`src/rtl/dds_sample_gen_if.sv`:
```
// Sample-pair stream between the DDS generator (master) and the DAC serializer (slave).
interface dds_sample_gen_if #(
    parameter int unsigned DATA_W = 12
);
    logic [DATA_W-1:0] sample1;
    logic [DATA_W-1:0] sample2;
    logic              sample_valid;
    logic              sample_ready;

    modport master (
        output sample1,
        output sample2,
        output sample_valid,
        input  sample_ready
    );

    modport slave (
        input  sample1,
        input  sample2,
        input  sample_valid,
        output sample_ready
    );
endinterface

```
`src/rtl/dds_sample_gen.sv`:
```
// Two-channel DDS sine generator with quarter-wave ROM and valid/ready output stage.
// Define DDS_PHASE_OFFSET_EN to apply phase_off to channel 2; otherwise channel 2 mirrors channel 1.
module dds_sample_gen #(
    parameter int unsigned PHASE_W = 32,
    parameter int unsigned DATA_W  = 12
) (
    input  logic               clk,
    input  logic               rst_n,
    input  logic               en,
    input  logic [PHASE_W-1:0] tune,
    input  logic [7:0]         phase_off,
    input  logic               phase_clr,
    dds_sample_gen_if.master   smp
);

    localparam logic [11:0] MID = 12'd2048;

    localparam logic [10:0] QTAB [0:64] = '{
        11'd0,    11'd50,   11'd100,  11'd151,  11'd201,  11'd251,  11'd300,  11'd350,
        11'd399,  11'd449,  11'd497,  11'd546,  11'd594,  11'd642,  11'd690,  11'd737,
        11'd783,  11'd830,  11'd875,  11'd920,  11'd965,  11'd1009, 11'd1052, 11'd1095,
        11'd1137, 11'd1179, 11'd1219, 11'd1259, 11'd1299, 11'd1337, 11'd1375, 11'd1411,
        11'd1447, 11'd1483, 11'd1517, 11'd1550, 11'd1582, 11'd1614, 11'd1644, 11'd1674,
        11'd1702, 11'd1729, 11'd1756, 11'd1781, 11'd1805, 11'd1828, 11'd1850, 11'd1871,
        11'd1891, 11'd1910, 11'd1927, 11'd1944, 11'd1959, 11'd1973, 11'd1986, 11'd1997,
        11'd2008, 11'd2017, 11'd2025, 11'd2032, 11'd2037, 11'd2041, 11'd2045, 11'd2046,
        11'd2047
    };

    // Quadrant bit 6 mirrors the ROM index, bit 7 negates around mid-scale.
    function automatic logic [11:0] wave(input logic [7:0] idx);
        logic [6:0]  k;
        logic [10:0] q;
        k = idx[6] ? (7'd64 - {1'b0, idx[5:0]}) : {1'b0, idx[5:0]};
        q = QTAB[k];
        return idx[7] ? (MID - {1'b0, q}) : (MID + {1'b0, q});
    endfunction

    logic [PHASE_W-1:0] acc_q;
    logic [11:0]        s1_q;
    logic [11:0]        s2_q;
    logic               valid_q;

    logic               load;
    logic [PHASE_W-1:0] acc_base;
    logic [PHASE_W-1:0] acc_next;
    logic [7:0]         p1;
    logic [7:0]         p2;
    logic [7:0]         phase_2;

`ifdef DDS_PHASE_OFFSET_EN
    assign phase_2 = phase_off;
`else
    logic unused_phase_off;
    assign unused_phase_off = ^phase_off;
    assign phase_2 = 8'd0;
`endif

    always_comb begin
        load     = en && (!valid_q || smp.sample_ready);
        acc_base = phase_clr ? '0 : acc_q;
        acc_next = acc_base + tune;
        p1       = acc_base[PHASE_W-1 -: 8];
        p2       = p1 + phase_2;
    end

    always_ff @(posedge clk or negedge rst_n) begin
        if (!rst_n) begin
            acc_q   <= '0;
            s1_q    <= MID;
            s2_q    <= MID;
            valid_q <= 1'b0;
        end else if (load) begin
            acc_q   <= acc_next;
            s1_q    <= wave(p1);
            s2_q    <= wave(p2);
            valid_q <= 1'b1;
        end else begin
            if (phase_clr) begin
                acc_q <= '0;
            end
            // Without a load, a ready cycle can only be draining the last pair.
            if (smp.sample_ready) begin
                valid_q <= 1'b0;
            end
        end
    end

    assign smp.sample_valid = valid_q;

    // Samples are left-aligned so mid-scale stays mid-scale at any DAC width.
    if (DATA_W >= 12) begin : g_wide
        assign smp.sample1 = DATA_W'(s1_q) << (DATA_W - 12);
        assign smp.sample2 = DATA_W'(s2_q) << (DATA_W - 12);
    end else begin : g_narrow
        assign smp.sample1 = s1_q[11 -: DATA_W];
        assign smp.sample2 = s2_q[11 -: DATA_W];
    end

endmodule

```
`src/flat_wrapper.sv`:
```
// flat-port wrapper written by rule: the top's interface ports become plain ports
module dds_sample_gen_flat 
#(
    parameter int unsigned PHASE_W = 32,
    parameter int unsigned DATA_W  = 12
)
  (clk, rst_n, en, tune, phase_off, phase_clr, smp_sample1, smp_sample2, smp_sample_valid, smp_sample_ready);
  dds_sample_gen_if #(.DATA_W(DATA_W)) smp_i ();
  input  logic clk;
  input  logic rst_n;
  input  logic en;
  input  logic [PHASE_W-1:0] tune;
  input  logic [7:0] phase_off;
  input  logic phase_clr;
  output wire logic [$bits(smp_i.sample1)-1:0] smp_sample1;
  output wire logic [$bits(smp_i.sample2)-1:0] smp_sample2;
  output wire logic [$bits(smp_i.sample_valid)-1:0] smp_sample_valid;
  input wire logic [$bits(smp_i.sample_ready)-1:0] smp_sample_ready;
  assign smp_sample1 = smp_i.sample1;
  assign smp_sample2 = smp_i.sample2;
  assign smp_sample_valid = smp_i.sample_valid;
  assign smp_i.sample_ready = smp_sample_ready;
  dds_sample_gen #(.PHASE_W(PHASE_W), .DATA_W(DATA_W)) u_core (.clk(clk), .rst_n(rst_n), .en(en), .tune(tune), .phase_off(phase_off), .phase_clr(phase_clr), .smp(smp_i));
endmodule
```
`config.mk`:
```
export PLATFORM = sky130hd
export DESIGN_NAME = dds_sample_gen_flat
export DESIGN_NICKNAME = d
export VERILOG_FILES = /design/src/rtl/dds_sample_gen_if.sv /design/src/rtl/dds_sample_gen.sv /design/src/flat_wrapper.sv
export SDC_FILE = /design/constraint.sdc
export NUM_CORES = 1
export LEC_CHECK = 0
export ABC_CLOCK_PERIOD_IN_PS = 11300
export CELL_PAD_IN_SITES_DETAIL_PLACEMENT = 1
export CELL_PAD_IN_SITES_GLOBAL_PLACEMENT = 2
export CORE_UTILIZATION = 36
export CTS_CLUSTER_DIAMETER = 150
export DETAILED_ROUTE_END_ITERATION = 10
export PLACE_DENSITY = 0.9
export SYNTH_ARGS = -nofsm -noshare
export SYNTH_HDL_FRONTEND = slang
export SYNTH_SLANG_ARGS = --single-unit
```
`constraint.sdc`:
```
create_clock -name clk -period 11.3 [get_ports clk]
set_input_delay 2.26 -clock clk [delete_from_list [all_inputs] [get_ports clk]]
set_output_delay 2.26 -clock clk [all_outputs]
set_load 0.1 [all_outputs]
```
==> metrics list <==
- Critical Path Most Common Cell: ha_1
- The flow ran to the end, and the final reports show no timing, DRC or antenna violations.
- Setup violations remaining at the end of the flow were counted as 0.
* Fraction of layout instances using a drive strength above 1: 0.0871
- The first global-routing pass estimated around 26,000 um of wire.
- Final number of hold-violating endpoints: 0
- Counting flops and latches in the post-synthesis netlist gives 45.
* Number of DRC markers after the initial detailed-route iteration: approximately 280
- Total Negative Setup Slacks: 0 ns
- Core footprint: 0.0140 sq mm
- Before CTS, the worst setup slack after placement is about 3.7 ns.
- For this run, the register share of the synthesized area comes to 0.215.
- Clock-pin slew of the registers on the worst-case setup and hold paths: around 0.06 ns
* Residual overflow from global routing: 0
- For this design, the CTS-stage hold fixing added 0 buffers.
- The die covers roughly 0.015 sq mm.
* Number of primary I/O pins: 70
- Count of nets after finishing: ~760
- The synthesized design contains 0 enable-type register cells.
- Summed over all instances, the cell type with the most area after synthesis is dfrtp_1.
* Post-detailed-route DRC marker count: 0
- Post-synth top flop: dfrtp_1
- The number of global-route vias before repair was between 5,000 and 6,000.
* CTS tree: done
* Die height: roughly 120 um
- Final Max Tran Viols: 0
- Dividing total power by cell area gives a power density of 214 mW/mm^2.
- Setup slack of the critical path after layout: between 3 and 4 ns
- Port Buffers: just over 60
- Core occupancy in the finished layout: 0.428
- Synth Area in Simple Gates: 0.223
- Crit-path leading delay family: compound AO/OA/AOI/OAI gates
* Clock Sink Count: 45
- Share of the synthesized netlist area taken by xor and xnor gates: 0.0766
- Yosys printed 0 warnings.
- Arrival @ worst endpoint: approximately 7.5 ns
- Once the clock tree was built, the resizer swapped 0 gates to a different size.
* Depth of the CTS H-tree: 2
* Vias: around 4,900
- The number of placed instances, taps included, is about 840.
- Post-CTS setup buffers: 0
* Cell with the largest stage delay on the worst path: ha_1
- The complex-gate fraction of the synthesized area was 0.272.
* Global-route total usage across every layer: 0.217
- The critical path is of the in -> reg type.
- Maximum fanout along the worst path: 50
- After synthesis, the share of cell area in mux cells is 0.0325.
- Top post-synthesis cells by area: dfrtp_1, ha_1, o21ai_0
* Worst setup skew after layout: between 0.007 and 0.008 ns
- STA classifies the critical path startpoint as a primary input.
- Synth cell types: 96
- In the finished design, the share of the clock period the worst path needs comes to 0.648.
- Cell leakage power: around 2.5 nW
- RSZ-0062 raised after global routing: false
- After detailed routing, the number of vias per cell comes to 5.82.
* Number of antenna violations at the first check in global routing: 0
* Post-DP HPWL: roughly 12,000 um
- CTS Root Buffer Type: clkbuf_16
* ANT nets after route: 0
* Area growth, synth to finish: 14.8%
- Element type at the critical path end: register
- The startpoint identified for the worst hold timing path is u_core.smp.sample1[7]$_DFFE_PN0P_.
- Number of non-filler instances in the completed layout: around 850
* Adder-cell share of the synthesized area: 0.113
- Worst setup path startpoint: phase_clr
* N_diodes: 0
- TritonCTS created 5 clock buffers.
- The final layout contains routed wiring with a total length of roughly 16,000 um.
* Routed wire length per instance: 18.3 um
- For this run, the top clock speed supported by timing is ~140 MHz.
- Async set or reset register ratio after synthesis: 1.00
* Crit path largest cell delay: roughly 0.66 ns
- Across the VDD grid, the largest voltage drop is 0.000126 V.
* Number of buffers and inverters on the critical path: 4
- The share of synthesized area in the top cell type comes to 0.210.
* Clock Tree Buf Depth: 2
- Post-route minimum period: between 7 and 8 ns
- The worst hold path belongs to the class reg -> reg.
* Max_slew headroom: 0.280
* Netlist area before placement: between 0.005 and 0.006 sq mm
- Synth Area per Inst: 8.22 sq um
* R2R Path Start: u_core.acc_q[24]$_DFF_PN0_
- Routability-driven placement finished with a final weighted congestion of about 0.93.
* Cells along the critical path: buf_2 -> buf_4 -> inv_1 -> nand2_1 -> ha_1 -> mux2_2 -> and2_1 -> ha_1 -> o21ai_0 -> a311oi_2 -> o32ai_1 -> a211oi_2 -> inv_1 -> ha_1 -> nand3_2 -> nand2_1 -> xnor2_1 -> o21ai_0
- Entering global routing, the biggest net connects 75 pins.
* Largest family of logic cells by synthesized area: compound AO/OA/AOI/OAI gates
- The die is approximately 120 um wide.
- Count of maximum capacitance violations: 0
- Number of placement rows: 43
* Post-synth net total: 728
* Synth Instances: ~640
- Slew of the pin with the lowest slew margin: roughly 1.1 ns
- Data on the critical path is required at its endpoint by between 10 and 15 ns.
* Effective utilization at floorplan: 0.373
* Clock latency of the later-clocked register in the worst-skew pair: between 0.2 and 0.3 ns
- First-pass DRT Iterations: 4
worst min-delay path, delay by kind of cell, from the launching register on:
family	cells	cell delay [ns]
simple gates	1	0.05
compound gates	1	0.06
flops	1	0.36
cells in the final DEF, fill, tap and decap left out, types with 21 or more instances in the layout:
| cell | Yosys | final |
|---|---|---|
| a21oi_1 | 31 | 31 |
| clkdlybuf4s50_1 | 0 | 59 |
| dfrtp_1 | 44 | 44 |
| ha_1 | 44 | 44 |
| inv_1 | 21 | 21 |
| nand2_1 | 58 | 57 |
| nor2_1 | 41 | 41 |
| nor2b_1 | 32 | 32 |
| o21ai_0 | 49 | 49 |
| xnor2_1 | 21 | 21 |
flip-flops by register name (all words and copies together), names as in the netlist:
name                     cells
u_core.acc_q                32
u_core.smp.sample1          12
u_core.smp.sample_valid      1
where the power goes:
| part | switching, mW | total (mW) | leakage [nW] | internal, mW |
|---|---|---|---|---|
| sequential | 0.0403 | 0.241 | 0.573 | 0.201 |
| clock | 0.0631 | 0.174 | 0.0841 | 0.111 |
| combinational | 0.599 | 0.870 | 1.87 | 0.270 |
synth_stat cells, types with 6 or more instances:
library cell,instances
ha_1,44
a21oi_1,31
a211oi_1,8
buf_4,14
buf_2,8
a21o_1,13
dfrtp_1,44
nor2_1,41
a31oi_1,6
mux2i_1,8
mux2_2,6
nand2_1,58
xor2_1,13
nor2b_1,32
o22ai_1,10
or3_1,6
inv_1,21
o21ai_0,49
o21ai_1,11
nand3_1,20
o21a_1,7
clkbuf_1,18
xnor2_1,21
nand2b_1,12
nor3_1,14
per-layer routing:
metal / track usage / up-vias / wire length, um
li1: - / 2377 / -
met1: 0.287 / 2441 / 7210
met2: 0.374 / 81 / 7570
met3: 0.0274 / 21 / 500
met4: 0.0503 / 0 / 231
met5: 0 / - / 0
through the flow:
stage | power [mW] | hold slack, ns | instance area (sq um)
2_1_floorplan | 0.938 | 0.577 | 5240
3_3_place_gp | 1.09 | 0.491 | 5840
3_5_place_dp | 1.11 | 0.504 | 5840
4_1_cts | 1.29 | 0.517 | 6010
5_1_grt | 1.36 | 0.543 | 6010
6_report | 1.28 | 0.509 | 6010
path summary, 6_finish.rpt:
path | end | slack [ns] | cells after the start
setup / recovery | u_core.smp.sample1[4]$_DFFE_PN0P_ | 3.98 | 18
hold / removal | u_core.smp.sample1[7]$_DFFE_PN0P_ | 0.51 | 2
setup reg to reg | u_core.smp.sample1[4]$_DFFE_PN0P_ | 6.31 | 15
hold reg to reg | u_core.smp.sample1[7]$_DFFE_PN0P_ | 0.51 | 2
max in group asynchronous | u_core.smp.sample1[5]$_DFFE_PN0P_ | 8.46 | 1
min in group asynchronous | u_core.acc_q[18]$_DFF_PN0_ | 2.17 | 1
area by class of cell:
type	count	area, sq um
Sequential cell	45	1130
Timing Repair Buffer	66	638
Clock inverter	1	30.0
Multi-Input combinational cell	524	3760
Fill cell	1692	8030
Tap cell	180	225
Clock buffer	7	143
Inverter	23	86.3
cell families after synthesis:
logic type                 after synthesis
muxes                                   15
DFF                                     45
buffers and inverters                   69
AOI/OAI and AO/OA                      199
adders and majority gates               47
xor gates and xnor gates                40
and+or+nand+nor                        223
Note: power is estimated with default switching activity, not from simulation.
==> edit, RTL diff (same settings) <==
Add a define of `DDS_PHASE_OFFSET_EN`.
--- a/src/rtl/dds_sample_gen.sv
+++ b/src/rtl/dds_sample_gen.sv
@@ -1,5 +1,7 @@
 // Two-channel DDS sine generator with quarter-wave ROM and valid/ready output stage.
 // Define DDS_PHASE_OFFSET_EN to apply phase_off to channel 2; otherwise channel 2 mirrors channel 1.
+`define DDS_PHASE_OFFSET_EN
+
 module dds_sample_gen #(
     parameter int unsigned PHASE_W = 32,
     parameter int unsigned DATA_W  = 12
Function: changed (a bounded check fails within 4 cycles, from zero or initial values and one cycle with rst_n low).
==> edit against the original RTL <==
Setup slack lost 520 ps; synthesized area grew 41%; design area grew 41%; sequential cell count grew 12; power grew 54%; sequential power grew 27%; combinational power grew 62%; critical endpoint is now u_core.smp.sample2[4]$_DFFE_PN0P_; wire length grew 57%.
==> edit: results (changes against the original RTL) <==
Setup path:
- The largest fanout on the critical path is 24 (was 50).
- The critical path data arrival time came to 8020 ps (was 7450 ps).
- The setup slack of the most critical reg-to-reg path came to 5500 ps (was 6310 ps).
- The terminus of the critical flop-to-flop path is u_core.smp.sample2[10]$_DFFE_PN0P_ (was u_core.smp.sample1[4]$_DFFE_PN0P_).
- The kind of cell with the highest combined delay on the critical path was simple AND/OR/NAND/NOR gates (was compound AO/OA/AOI/OAI gates).
- The end point of the critical path is u_core.smp.sample2[4]$_DFFE_PN0P_ (was u_core.smp.sample1[4]$_DFFE_PN0P_).
- The delay of the slowest cell on the worst path is 710 ps (was 660 ps).
- The slowest library cell on the worst path was sky130_fd_sc_hd__nand3_1 (was sky130_fd_sc_hd__ha_1).

GRT:
- The all-layer global routing usage is 23.0% (was 21.7%).
- The global-route wire length before repair is 40.1 mm (was 26.0 mm).

Yosys:
- The number of library cell types mapped by synthesis was 87 (was 96).
- The portion of the post-synthesis area used by sequential elements is 19.3% (was 21.5%).
- Cell types occupying the most area after synthesis: sky130_fd_sc_hd__dfrtp_1 (19%), sky130_fd_sc_hd__ha_1 (9.6%), sky130_fd_sc_hd__o21ai_0 (6.1%), sky130_fd_sc_hd__nand2_1 (5.0%), sky130_fd_sc_hd__a21oi_1 (4.0%) (was sky130_fd_sc_hd__dfrtp_1 (21%), sky130_fd_sc_hd__ha_1 (11%), sky130_fd_sc_hd__o21ai_0 (4.7%), sky130_fd_sc_hd__nand2_1 (4.2%), sky130_fd_sc_hd__nor2b_1 (3.8%)).
- The post-synthesis net count is 1078 (was 728).
- Commonest cells post-synth: sky130_fd_sc_hd__nand2_1 (99), sky130_fd_sc_hd__o21ai_0 (90), sky130_fd_sc_hd__a21oi_1 (59) (was sky130_fd_sc_hd__nand2_1 (58), sky130_fd_sc_hd__o21ai_0 (49), sky130_fd_sc_hd__dfrtp_1 (44), sky130_fd_sc_hd__ha_1 (44), sky130_fd_sc_hd__nor2_1 (41)).

Clock tree:
- The clock network latency to the later pin of the worst-skew pair is 340 ps (was 290 ps).
- The maximum level of the CTS H-tree came to 3 (was 2).
- The number of buffers added by the clock tree synthesis step is 9 (was 5).

Timing:
- The clock skew after layout is 6.86 ps (was 7.87 ps).
- The worst relative slew slack came to 21.9% (was 28.0%).

Drt:
- The total detailed-routing wirelength is 24.3 mm (was 15.5 mm).
- The iteration count of the initial detailed-routing pass is 5 (was 4).
- The iteration-0 DRC count of the detailed router is 427 (was 284).

Power:
- The peak supply drop is 0.184 mV (was 0.126 mV).
- The static leakage is 0.00352 uW (was 0.00252 uW).

Placement:
- The weighted congestion reported at the end of routability-driven placement is 0.925 (was 0.932).
- The number of buffers inserted by port buffering is 69 (was 61).
- The standard cell area after detailed placement is 8210 um2 (was 5840 um2).

Cells and area:
- The layout net count is 1106 (was 755).

Outcome:
- Outcome: completed (unchanged).
-- edit: final cells by class --
class / count / area (um2)
Inverter: 35 / 131
Clock buffer: 13 / 260
Antenna cell: 1 / 2.50
Sequential cell: 57 / 1430
Fill cell: 2514 / 11700
Clock inverter: 3 / 15.0
Multi-Input combinational cell: 823 / 5580
Tap cell: 270 / 338
Timing Repair Buffer: 76 / 733
-- edit: tightest hold or removal path: cells and delay by family (launching register included) --
kind,cells,cell delay [ps]
flip-flops,1,340
AO/OA/AOI/OAI,1,60
AND/OR/NAND/NOR,1,50
-- edit: per-layer routing --
metal / track usage (%) / vias up / wire length, um
met1: 30.4 / 3745 / 11500
li1: - / 3721 / -
met5: 0 / - / 0
met4: 5.58 / 0 / 405
met2: 39.0 / 175 / 11400
met3: 3.86 / 41 / 953
-- edit: worst min-delay path by stage --
stage,startpoint,end,slack [ps],cells after the start
6_report,u_core.smp.sample1[10]$_DFFE_PN0P_,u_core.smp.sample1[10]$_DFFE_PN0P_,480,2
5_1_grt,u_core.smp.sample1[4]$_DFFE_PN0P_,u_core.smp.sample1[4]$_DFFE_PN0P_,520,2
4_1_cts,u_core.smp.sample1[6]$_DFFE_PN0P_,u_core.smp.sample1[6]$_DFFE_PN0P_,480,2
3_5_place_dp,u_core.smp.sample1[6]$_DFFE_PN0P_,u_core.smp.sample1[6]$_DFFE_PN0P_,470,2
3_3_place_gp,u_core.smp.sample1[1]$_DFFE_PN0P_,u_core.smp.sample1[1]$_DFFE_PN0P_,460,2
2_1_floorplan,u_core.acc_q[1]$_DFF_PN0_,u_core.acc_q[1]$_DFF_PN0_,580,4
-- edit: through the flow --
stage	setup WS (ps)	hold slack [ps]	power [uW]	util [%]	instances
finish	3460	475	1970	42.0	1278
global route	3000	516	2100	41.9	1277
CTS	3520	481	1970	41.9	1277
detailed placement	3170	469	1700	40.6	1261
global placement	3270	461	1680	40.6	1261
floorplan	4360	577	1370	-	974
-- edit: cells by family (layout without fill, tap and decap cells) --
group / after synthesis / in the layout / share of synthesized area [%]
AOI/OAI and AO/OA: 349 / 349 / 31.8
and+or+nand+nor: 341 / 341 / 23.7
buffers and inverters: 94 / 127 / 5.42
adders and majority gates: 65 / 65 / 11.0
DFF: 57 / 57 / 19.3
xor gates and xnor gates: 53 / 53 / 6.26
muxes: 15 / 15 / 2.55
other: 0 / 1 / 0
-- edit: power by group --
| group | internal (uW) | total [uW] | switching [uW] |
|---|---|---|---|
| Sequential | 266 | 305 | 38.2 |
| Combinational | 434 | 1410 | 978 |
| Clock | 159 | 258 | 98.7 |
| Total | 860 | 1970 | 1110 |
